File: src/rtl/draw_symbol_gen.sv
// Symbol rasteriser: raster-scans a SIZE x SIZE cell from a latched anchor and
// emits one registered pixel per cycle, strobing plot on pixels inside the shape.
module draw_symbol_gen #(
    parameter int SIZE     = 16,
    parameter int X_W      = 8,
    parameter int Y_W      = 7,
    parameter int COLOUR_W = 3
) (
    input  logic                clk,
    input  logic                reset_n,
    input  logic                start,
    input  logic [1:0]          mode,
    input  logic [X_W-1:0]      x,
    input  logic [Y_W-1:0]      y,
    input  logic [COLOUR_W-1:0] colour,
    input  logic                stall,
    output logic [X_W-1:0]      xout,
    output logic [Y_W-1:0]      yout,
    output logic [COLOUR_W-1:0] colour_out,
    output logic                plot,
    output logic                busy,
    output logic                done,
    output logic [1:0]          state_dbg
);

    // Handshake: start is a level sampled only in IDLE; while busy the scan
    // advances one pixel on every edge where stall is low, and done marks the
    // edge that registers the final pixel.

    localparam int CW = (SIZE > 1) ? $clog2(SIZE) : 1;
    localparam logic [CW-1:0] LAST     = CW'(SIZE - 1);
    localparam logic [CW:0]   LAST_SUM = (CW + 1)'(SIZE - 1);

    typedef enum logic [1:0] {
        IDLE = 2'd0,
        DRAW = 2'd1,
        DONE = 2'd2
    } state_t;

    state_t state, state_next;

    logic [CW-1:0]       i, j;
    logic [X_W-1:0]      x_l;
    logic [Y_W-1:0]      y_l;
    logic [1:0]          mode_l;
    logic [COLOUR_W-1:0] colour_l;

    logic       accept;
    logic       advance;
    logic       last_pix;
    logic       in_shape;
    logic [CW:0] diag_sum;

    always_ff @(posedge clk or negedge reset_n) begin
        if (!reset_n) begin
            state <= IDLE;
        end else begin
            state <= state_next;
        end
    end

    always_comb begin
        state_next = state;
        accept     = 1'b0;
        advance    = 1'b0;
        last_pix   = (i == LAST) && (j == LAST);
        case (state)
            IDLE: begin
                if (start) begin
                    accept     = 1'b1;
                    state_next = DRAW;
                end
            end
            DRAW: begin
                if (!stall) begin
                    advance = 1'b1;
                    if (last_pix) begin
                        state_next = DONE;
                    end
                end
            end
            DONE: begin
                state_next = IDLE;
            end
            default: begin
                state_next = IDLE;
            end
        endcase
    end

    always_comb begin
        in_shape = 1'b0;
        diag_sum = {1'b0, i} + {1'b0, j};
        case (mode_l)
            2'd0:    in_shape = (i == j) || (diag_sum == LAST_SUM);
            2'd1:    in_shape = (i == '0) || (j == '0) || (i == LAST) || (j == LAST);
            default: in_shape = 1'b1;
        endcase
    end

    assign busy      = (state == DRAW);
    assign state_dbg = state;

    // Coordinates wrap modulo 2^W on purpose; there is no clipping at the edge.
    always_ff @(posedge clk or negedge reset_n) begin
        if (!reset_n) begin
            i          <= '0;
            j          <= '0;
            x_l        <= '0;
            y_l        <= '0;
            mode_l     <= '0;
            colour_l   <= '0;
            xout       <= '0;
            yout       <= '0;
            colour_out <= '0;
            plot       <= 1'b0;
            done       <= 1'b0;
        end else begin
            plot <= 1'b0;
            done <= 1'b0;
            if (accept) begin
                x_l      <= x;
                y_l      <= y;
                mode_l   <= mode;
                colour_l <= colour;
                i        <= '0;
                j        <= '0;
            end else if (advance) begin
                xout       <= x_l + X_W'(i);
                yout       <= y_l + Y_W'(j);
                colour_out <= (mode_l == 2'd3) ? '0 : colour_l;
                plot       <= in_shape;
                done       <= last_pix;
                if (i == LAST) begin
                    i <= '0;
                    j <= (j == LAST) ? '0 : j + 1'b1;
                end else begin
                    i <= i + 1'b1;
                end
            end
        end
    end

endmodule

File: config.mk
export PLATFORM = sky130hd
export DESIGN_NAME = draw_symbol_gen
export DESIGN_NICKNAME = d
export VERILOG_FILES = /design/src/rtl/draw_symbol_gen.sv
export SDC_FILE = /design/constraint.sdc
export NUM_CORES = 1
export LEC_CHECK = 0
export CAP_MARGIN = 20
export CORE_ASPECT_RATIO = 2
export CORE_MARGIN = 4
export CORE_UTILIZATION = 46
export CTS_BUF_LIST = sky130_fd_sc_hd__clkbuf_16
export CTS_CLUSTER_SIZE = 28
export DETAILED_ROUTE_END_ITERATION = 16
export PLACE_DENSITY = 0.72
export RECOVER_POWER = 100
export SYNTH_ARGS = -nofsm -noshare
export SYNTH_HDL_FRONTEND = slang
export SYNTH_SLANG_ARGS = --single-unit
File: constraint.sdc
create_clock -name clk -period 2.9 [get_ports clk]
set_clock_uncertainty 0.05 [all_clocks]
set_input_delay 0.58 -clock clk [delete_from_list [all_inputs] [get_ports clk]]
set_output_delay 0.58 -clock clk [all_outputs]
set_load 0.005 [all_outputs]
==> results.yml, run 1 <==
sta:
  layout_min_cycle_time_ps: 2330
  slew_headroom_pct: -10.9
  max_freq_mhz: 429
  drv_slew: 31
  tightest_slew_ps: 1660
  grt_setup_unrepaired: "no"
  setup_viol: 0
  period_share_pct: 80.3
  tns_ps: 0
  hold_viol: 0
logic_synthesis:
  synth_edf_count: 0
  synth_area_sq_um: 2570
  ys_ff_latch: 50
  avgSynthCellArea_sq_um: 10.5
  synth-seq-area-share_pct: 48.6
  async_flop_share_pct: 100
  synthesis.nets: 287
  postSynthCellCount: 244
  ys.flop_type: "dfrtp_1"
  synth_cell_types: 37
  ys_warn_count: 0
setup_path:
  path_buf_inv: 1
  critPathKind: "primary input to register"
  crit_path_max_incr_delay_ps: 760
  crit_chain: "clkdlybuf4s50_1, or3b_1, or4b_1, nand3_1"
  path_max_fanout: 32
  cp-end-kind: "register"
  cp-start-kind: "primary input"
  required_ps: 3070
  critPathArrivalTime_ps: 2500
  cp_top_family: "simple AND/OR/NAND/NOR gates"
  cp_slowest_cell: "or3b_1"
pwr:
  p_leak_nw: 1.44
  ir_worst_vdd_v: 0.000571
  power_density_nw_per_um2: 816
clock_tree:
  clk_pin_slew_ps: 60
  root_buffer: "clkbuf_16"
  cts_setup_buffers: 0
  htreeDepth: 2
  cts_tree: "built"
  insertion_delay_ps: 280
  cts_hold_buf: 0
  numClockSinks: 50
  numCtsBuffers: 5
  cts_resized: 0
  clockBufferDepth: 2
grt:
  grt_max_degree: 33
  grt_pass1_vias: 2029
  grt_pass1_wl_mm: 9.33
  grt_overflow: 0
  antenna_found_initial: 0
  grt_use_total_pct: 17.6
routing:
  drtAntennaViolNets: 0
  vias: 1965
  drt-wirelength-per-cell_microns: 15.5
  wirelength_mm: 5.48
  met1Wirelength_mm: 2.10
  drc: 0
  drtIter0Drc: 47
  wl_met3_microns: 148
  viasPerCell: 5.57
  maxUsedRoutingLayer: "met4"
  route.met2.wl_mm: 3.15
  dr.pass1.iters: 4
layout:
  fillCellCount: 500
  fin_nets: 336
  drive_gt1_share_pct: 9.22
  num_antenna_cells: 0
  final_util_pct: 59.3
  area_growth_pct: 25.0
die:
  die_x_microns: 60.9
  rows: 38
  die_h_microns: 114
  coreArea_sq_um: 5420
  die-area_sq_um: 6930
  start_util_pct: 47.5
  ios: 47
placed_design:
  place_hpwl_mm: 4.04
  gp_congestion: 0.841
  numPortBuffers: 46
run:
  max_cap_violations: 1
min_path:
  hold_class: "register to register"
status:
  violations: "capacitance limit, slew limit"
  status: "finished with violations"
layout make-up:
type | instances | area, sq um | share of cell area (%)
clock inverter | 2 | 11.3 | 0.350
clock buffer | 5 | 125 | 3.89
inverter | 10 | 37.5 | 1.17
timing repair buffer | 50 | 474 | 14.7
tap | 60 | 75.1 | 2.33
multi-input combinational | 176 | 1240 | 38.6
sequential | 50 | 1250 | 38.9
logic make-up after synthesis:
| logic type | Yosys count | share of synthesized area, % |
|---|---|---|
| adders and majority gates | 19 | 10.1 |
| AOI/OAI and AO/OA | 45 | 11.2 |
| and+or+nand+nor | 86 | 16.5 |
| xor gates and xnor gates | 8 | 2.72 |
| buffers and inverters | 18 | 2.97 |
| muxes | 18 | 7.88 |
| DFF | 50 | 48.6 |
metal layers:
| metal | track usage, % | vias up |
|---|---|---|
| met5 | 0 | - |
| met4 | 6.66 | 0 |
| met3 | 2.04 | 6 |
| met2 | 31.8 | 32 |
| met1 | 20.4 | 973 |
| li1 | - | 954 |
metrics by stage:
stage | area (sq um) | hold WS [ps] | setup slack, ps | power [mW] | instances
2_1_floorplan | 2570 | 234 | 1140 | 1.70 | 244
3_3_place_gp | 3100 | 413 | 600 | 2.13 | 346
3_5_place_dp | 3100 | 419 | 566 | 2.15 | 346
4_1_cts | 3240 | 319 | 838 | 2.71 | 353
5_1_grt | 3220 | 448 | 426 | 2.83 | 353
6_report | 3220 | 424 | 570 | 2.62 | 353
state kept, by name, indices dropped and copies added, names as in the netlist:
signal and cells:
plot 1, j 4, xout 8, y_l 7, i 4, x_l 8
done 1, mode_l 2, colour_out 3, yout 7, state_dbg 2, colour_l 3
worst paths after layout:
| check | from | endpoint | slack (ps) | depth (start not counted) |
|---|---|---|---|---|
| max | stall | yout[5] | 570 | 4 |
| min in group asynchronous | reset_n | colour_l[1] | 660 | 1 |
| min reg2reg | yout[4] | yout[4] | 420 | 2 |
| min | yout[4] | yout[4] | 420 | 2 |
| max reg2reg | state_dbg[1] | yout[5] | 870 | 3 |
| max in group asynchronous | reset_n | xout[2] | 860 | 2 |
power breakdown:
group / leakage (nW) / internal (mW) / switching, mW / total [mW]
Sequential: 0.611 / 0.944 / 0.205 / 1.15
Clock: 0.0671 / 0.312 / 0.236 / 0.547
Combinational: 0.758 / 0.514 / 0.414 / 0.928
Yosys cell counts, drive strengths merged (4+ instances only):
master	n	area share, %
buf	7	1.4
o31ai	6	1.8
o21a	5	1.5
dfrtp	50	49
nor2	11	1.6
inv	10	1.5
o21ai	12	2.3
a21oi	10	1.9
nand3	14	2.7
ha	16	7.8
nor3	5	0.97
xor2	7	2.4
mux2	18	7.9
nor2b	4	0.97
nand2	35	5.1
cells in the final DEF (no fill, tap or decap), types with 2 or more instances in the layout:
| cell | netlist | final |
|---|---|---|
| o31ai_1 | 6 | 6 |
| o21ai_0 | 12 | 12 |
| a31oi_1 | 3 | 3 |
| or3_1 | 3 | 3 |
| xor2_1 | 7 | 7 |
| clkbuf_16 | 0 | 5 |
| a21oi_1 | 10 | 10 |
| a211oi_1 | 2 | 2 |
| nor2_1 | 11 | 11 |
| a21o_1 | 2 | 2 |
| o211a_1 | 2 | 2 |
| mux2_2 | 18 | 18 |
| clkdlybuf4s50_1 | 0 | 21 |
| nor3_1 | 5 | 5 |
| nand2_1 | 35 | 35 |
| nor3b_1 | 3 | 3 |
| fa_1 | 3 | 3 |
| ha_1 | 16 | 16 |
| dfrtp_1 | 50 | 50 |
| nor2b_1 | 4 | 4 |
| nand4_1 | 2 | 2 |
| inv_1 | 10 | 11 |
| dlygate4sd3_1 | 0 | 24 |
| nand3_1 | 14 | 14 |
| clkbuf_1 | 1 | 3 |
| o21a_1 | 5 | 5 |
worst min-delay path, delay by kind of cell (launching register included):
family,cells,cell delay [ps]
DFF,1,340
and+or+nand+nor,1,50
AOI/OAI and AO/OA,1,50
Power figures use the tool's default switching activity.
==> inputs of run 2 (changes only) <==
- clock period: 2.9 -> 2.4 ns (I/O delays scaled with it)
==> run 2 against run 1 <==
  * Sequential cell count unchanged
  * Largest power group unchanged
  * The run now ends clean
  * Critical path type unchanged
  * Die area unchanged
  * Sequential power up 21%
  * Design area up 1.2%
==> results.yml, run 2 (synthesized netlist as in run 1, its figures left out) <==
status:
  status: "complete, no violations"
setup_path:
  r2r_end: "plot"
  cp-start-kind: "primary input"
  rrSetupSlack_ps: 460
  required_ps: 2530
  critPathArrivalTime_ps: 2210
  cp-end-kind: "register"
  cp_slowest_cell: "clkbuf_2"
  rr_startpoint: "j[0]"
  crit_path_max_incr_delay_ps: 620
  path_max_fanout: 31
  critPathKind: "primary input to register"
  reg2regPathDepth: 6
  crit_chain: "dlygate4sd3_1, nor3b_1, clkbuf_2, mux2_2"
sta:
  hold_viol: 0
  tns_ps: 0
  fin_hold_ws_ps: 429
  slew_headroom_pct: 18.7
  setup_viol: 0
  grt_setup_unrepaired: "no"
  layout_min_cycle_time_ps: 2090
  setup_ws_ps: 312
  max_freq_mhz: 479
  drv_slew: 0
  tightest_slew_ps: 1220
  period_share_pct: 87.0
clock_tree:
  cts_resized: 0
  clockBufferDepth: 2
  cts_setup_buffers: 0
  cts_hold_buf: 0
  htreeDepth: 2
  clk_pin_slew_ps: 60
  insertion_delay_ps: 290
  numClockSinks: 50
  root_buffer: "clkbuf_16"
  numCtsBuffers: 5
  cts_tree: "built"
layout:
  mostFrequentLayoutCell: "dfrtp_1"
  top_regs: "x_l (8), xout (8)"
  multi_input_area_sq_um: 1240
  fillCellCount: 487
  finalNonFillerCells: 355
  area_growth_pct: 26.6
  fin_nets: 337
  mostFrequentLayoutCells: "50 x dfrtp_1, 35 x nand2_1, 25 x dlygate4sd3_1"
  seq_area_sq_um: 1250
  drive_gt1_share_pct: 11.2
  final_util_pct: 60.1
  num_antenna_cells: 0
pwr:
  switching_share_pct: 32.0
  ir_worst_vdd_v: 0.000844
  internal-power_mw: 2.26
  p_sw_mw: 1.06
  seqPwrFrac_pct: 41.8
  comb_power_share_pct: 34.2
  p_leak_nw: 1.46
  p_clk_share_pct: 24.0
  power_density_nw_per_um2: 1020
min_path:
  hold_path_startpoint: "yout[4]"
  hold_class: "register to register"
  hold_depth: 2
  hold_end: "yout[4]"
placed_design:
  place_ws_ps: 254
  place_inst: 347
  numPortBuffers: 46
  place_hpwl_mm: 4.02
  gp_congestion: 0.807
grt:
  grt_use_total_pct: 17.7
  grt_overflow: 0
  grt_max_degree: 51
  grt_pass1_vias: 2028
  grt_pass1_wl_mm: 9.21
  antenna_found_initial: 0
routing:
  drc: 0
  viasPerCell: 5.58
  dr.pass1.iters: 4
  drtIter0Drc: 71
  wirelength_mm: 5.49
  drt-wirelength-per-cell_microns: 15.5
  drtAntennaViolNets: 0
  vias: 1981
die:
  start_util_pct: 47.5
  rows: 38
  ios: 47
  die_x_microns: 60.9
  coreArea_sq_um: 5420
  die_h_microns: 114
  die-area_sq_um: 6930
run:
  max_cap_violations: 0
[run 2: cell count changes in the layout (fill, tap and decap cells not counted), sizes merged]
cell	previous run	this run
clkinv	0	2
buf	1	2
clkdlybuf4s50	21	20
dlygate4sd3	24	25
clkinvlp	1	0
bufinv	0	1
inv	11	10
[run 2: area by class of cell]
cell class	count	area share (%)
flip-flops and latches	50	38.4
clock inverters	3	1.23
multi-input cells	176	38.2
repair buffers	51	14.8
well taps	60	2.31
clock buffers	5	3.84
inverters	10	1.15
[run 2: power groups by stage]
stage	Clock [mW]	Combinational (mW)	Sequential, mW
2_1_floorplan	0	0.706	1.35
3_3_place_gp	0	1.17	1.41
3_5_place_dp	0	1.20	1.41
4_1_cts	0.823	1.21	1.40
5_1_grt	0.852	1.28	1.43
6_report	0.795	1.13	1.39
[run 2: worst max-delay path by stage]
stage,cells after the start,endpoint,from
final,4,colour_l[1],start
after global routing,6,yout[5],stall
after CTS,2,busy,state_dbg[1]
after detailed placement,4,yout[5],stall
after global placement,4,yout[5],stall
after floorplan,6,plot,i[0]
[run 2: worst max-delay path, delay by kind of cell]
family,cells,cell delay [ps]
buffers and inverters,2,1130
multiplexers,1,410
AND/OR/NAND/NOR,1,170
[run 2: routing by layer]
layer / GRT usage, % / up-vias / share of wire (%)
met3: 4.30 / 13 / 4.0
met1: 20.0 / 964 / 38
li1: - / 958 / -
met4: 8.39 / 0 / 2.4
met2: 30.2 / 46 / 56
met5: 0 / - / 0
[run 2: metrics by stage]
stage / cell area, sq um / power (mW)
after floorplan: 2570 / 2.05
after global placement: 3120 / 2.58
after detailed placement: 3120 / 2.61
after CTS: 3290 / 3.43
after global routing: 3260 / 3.57
final: 3260 / 3.32
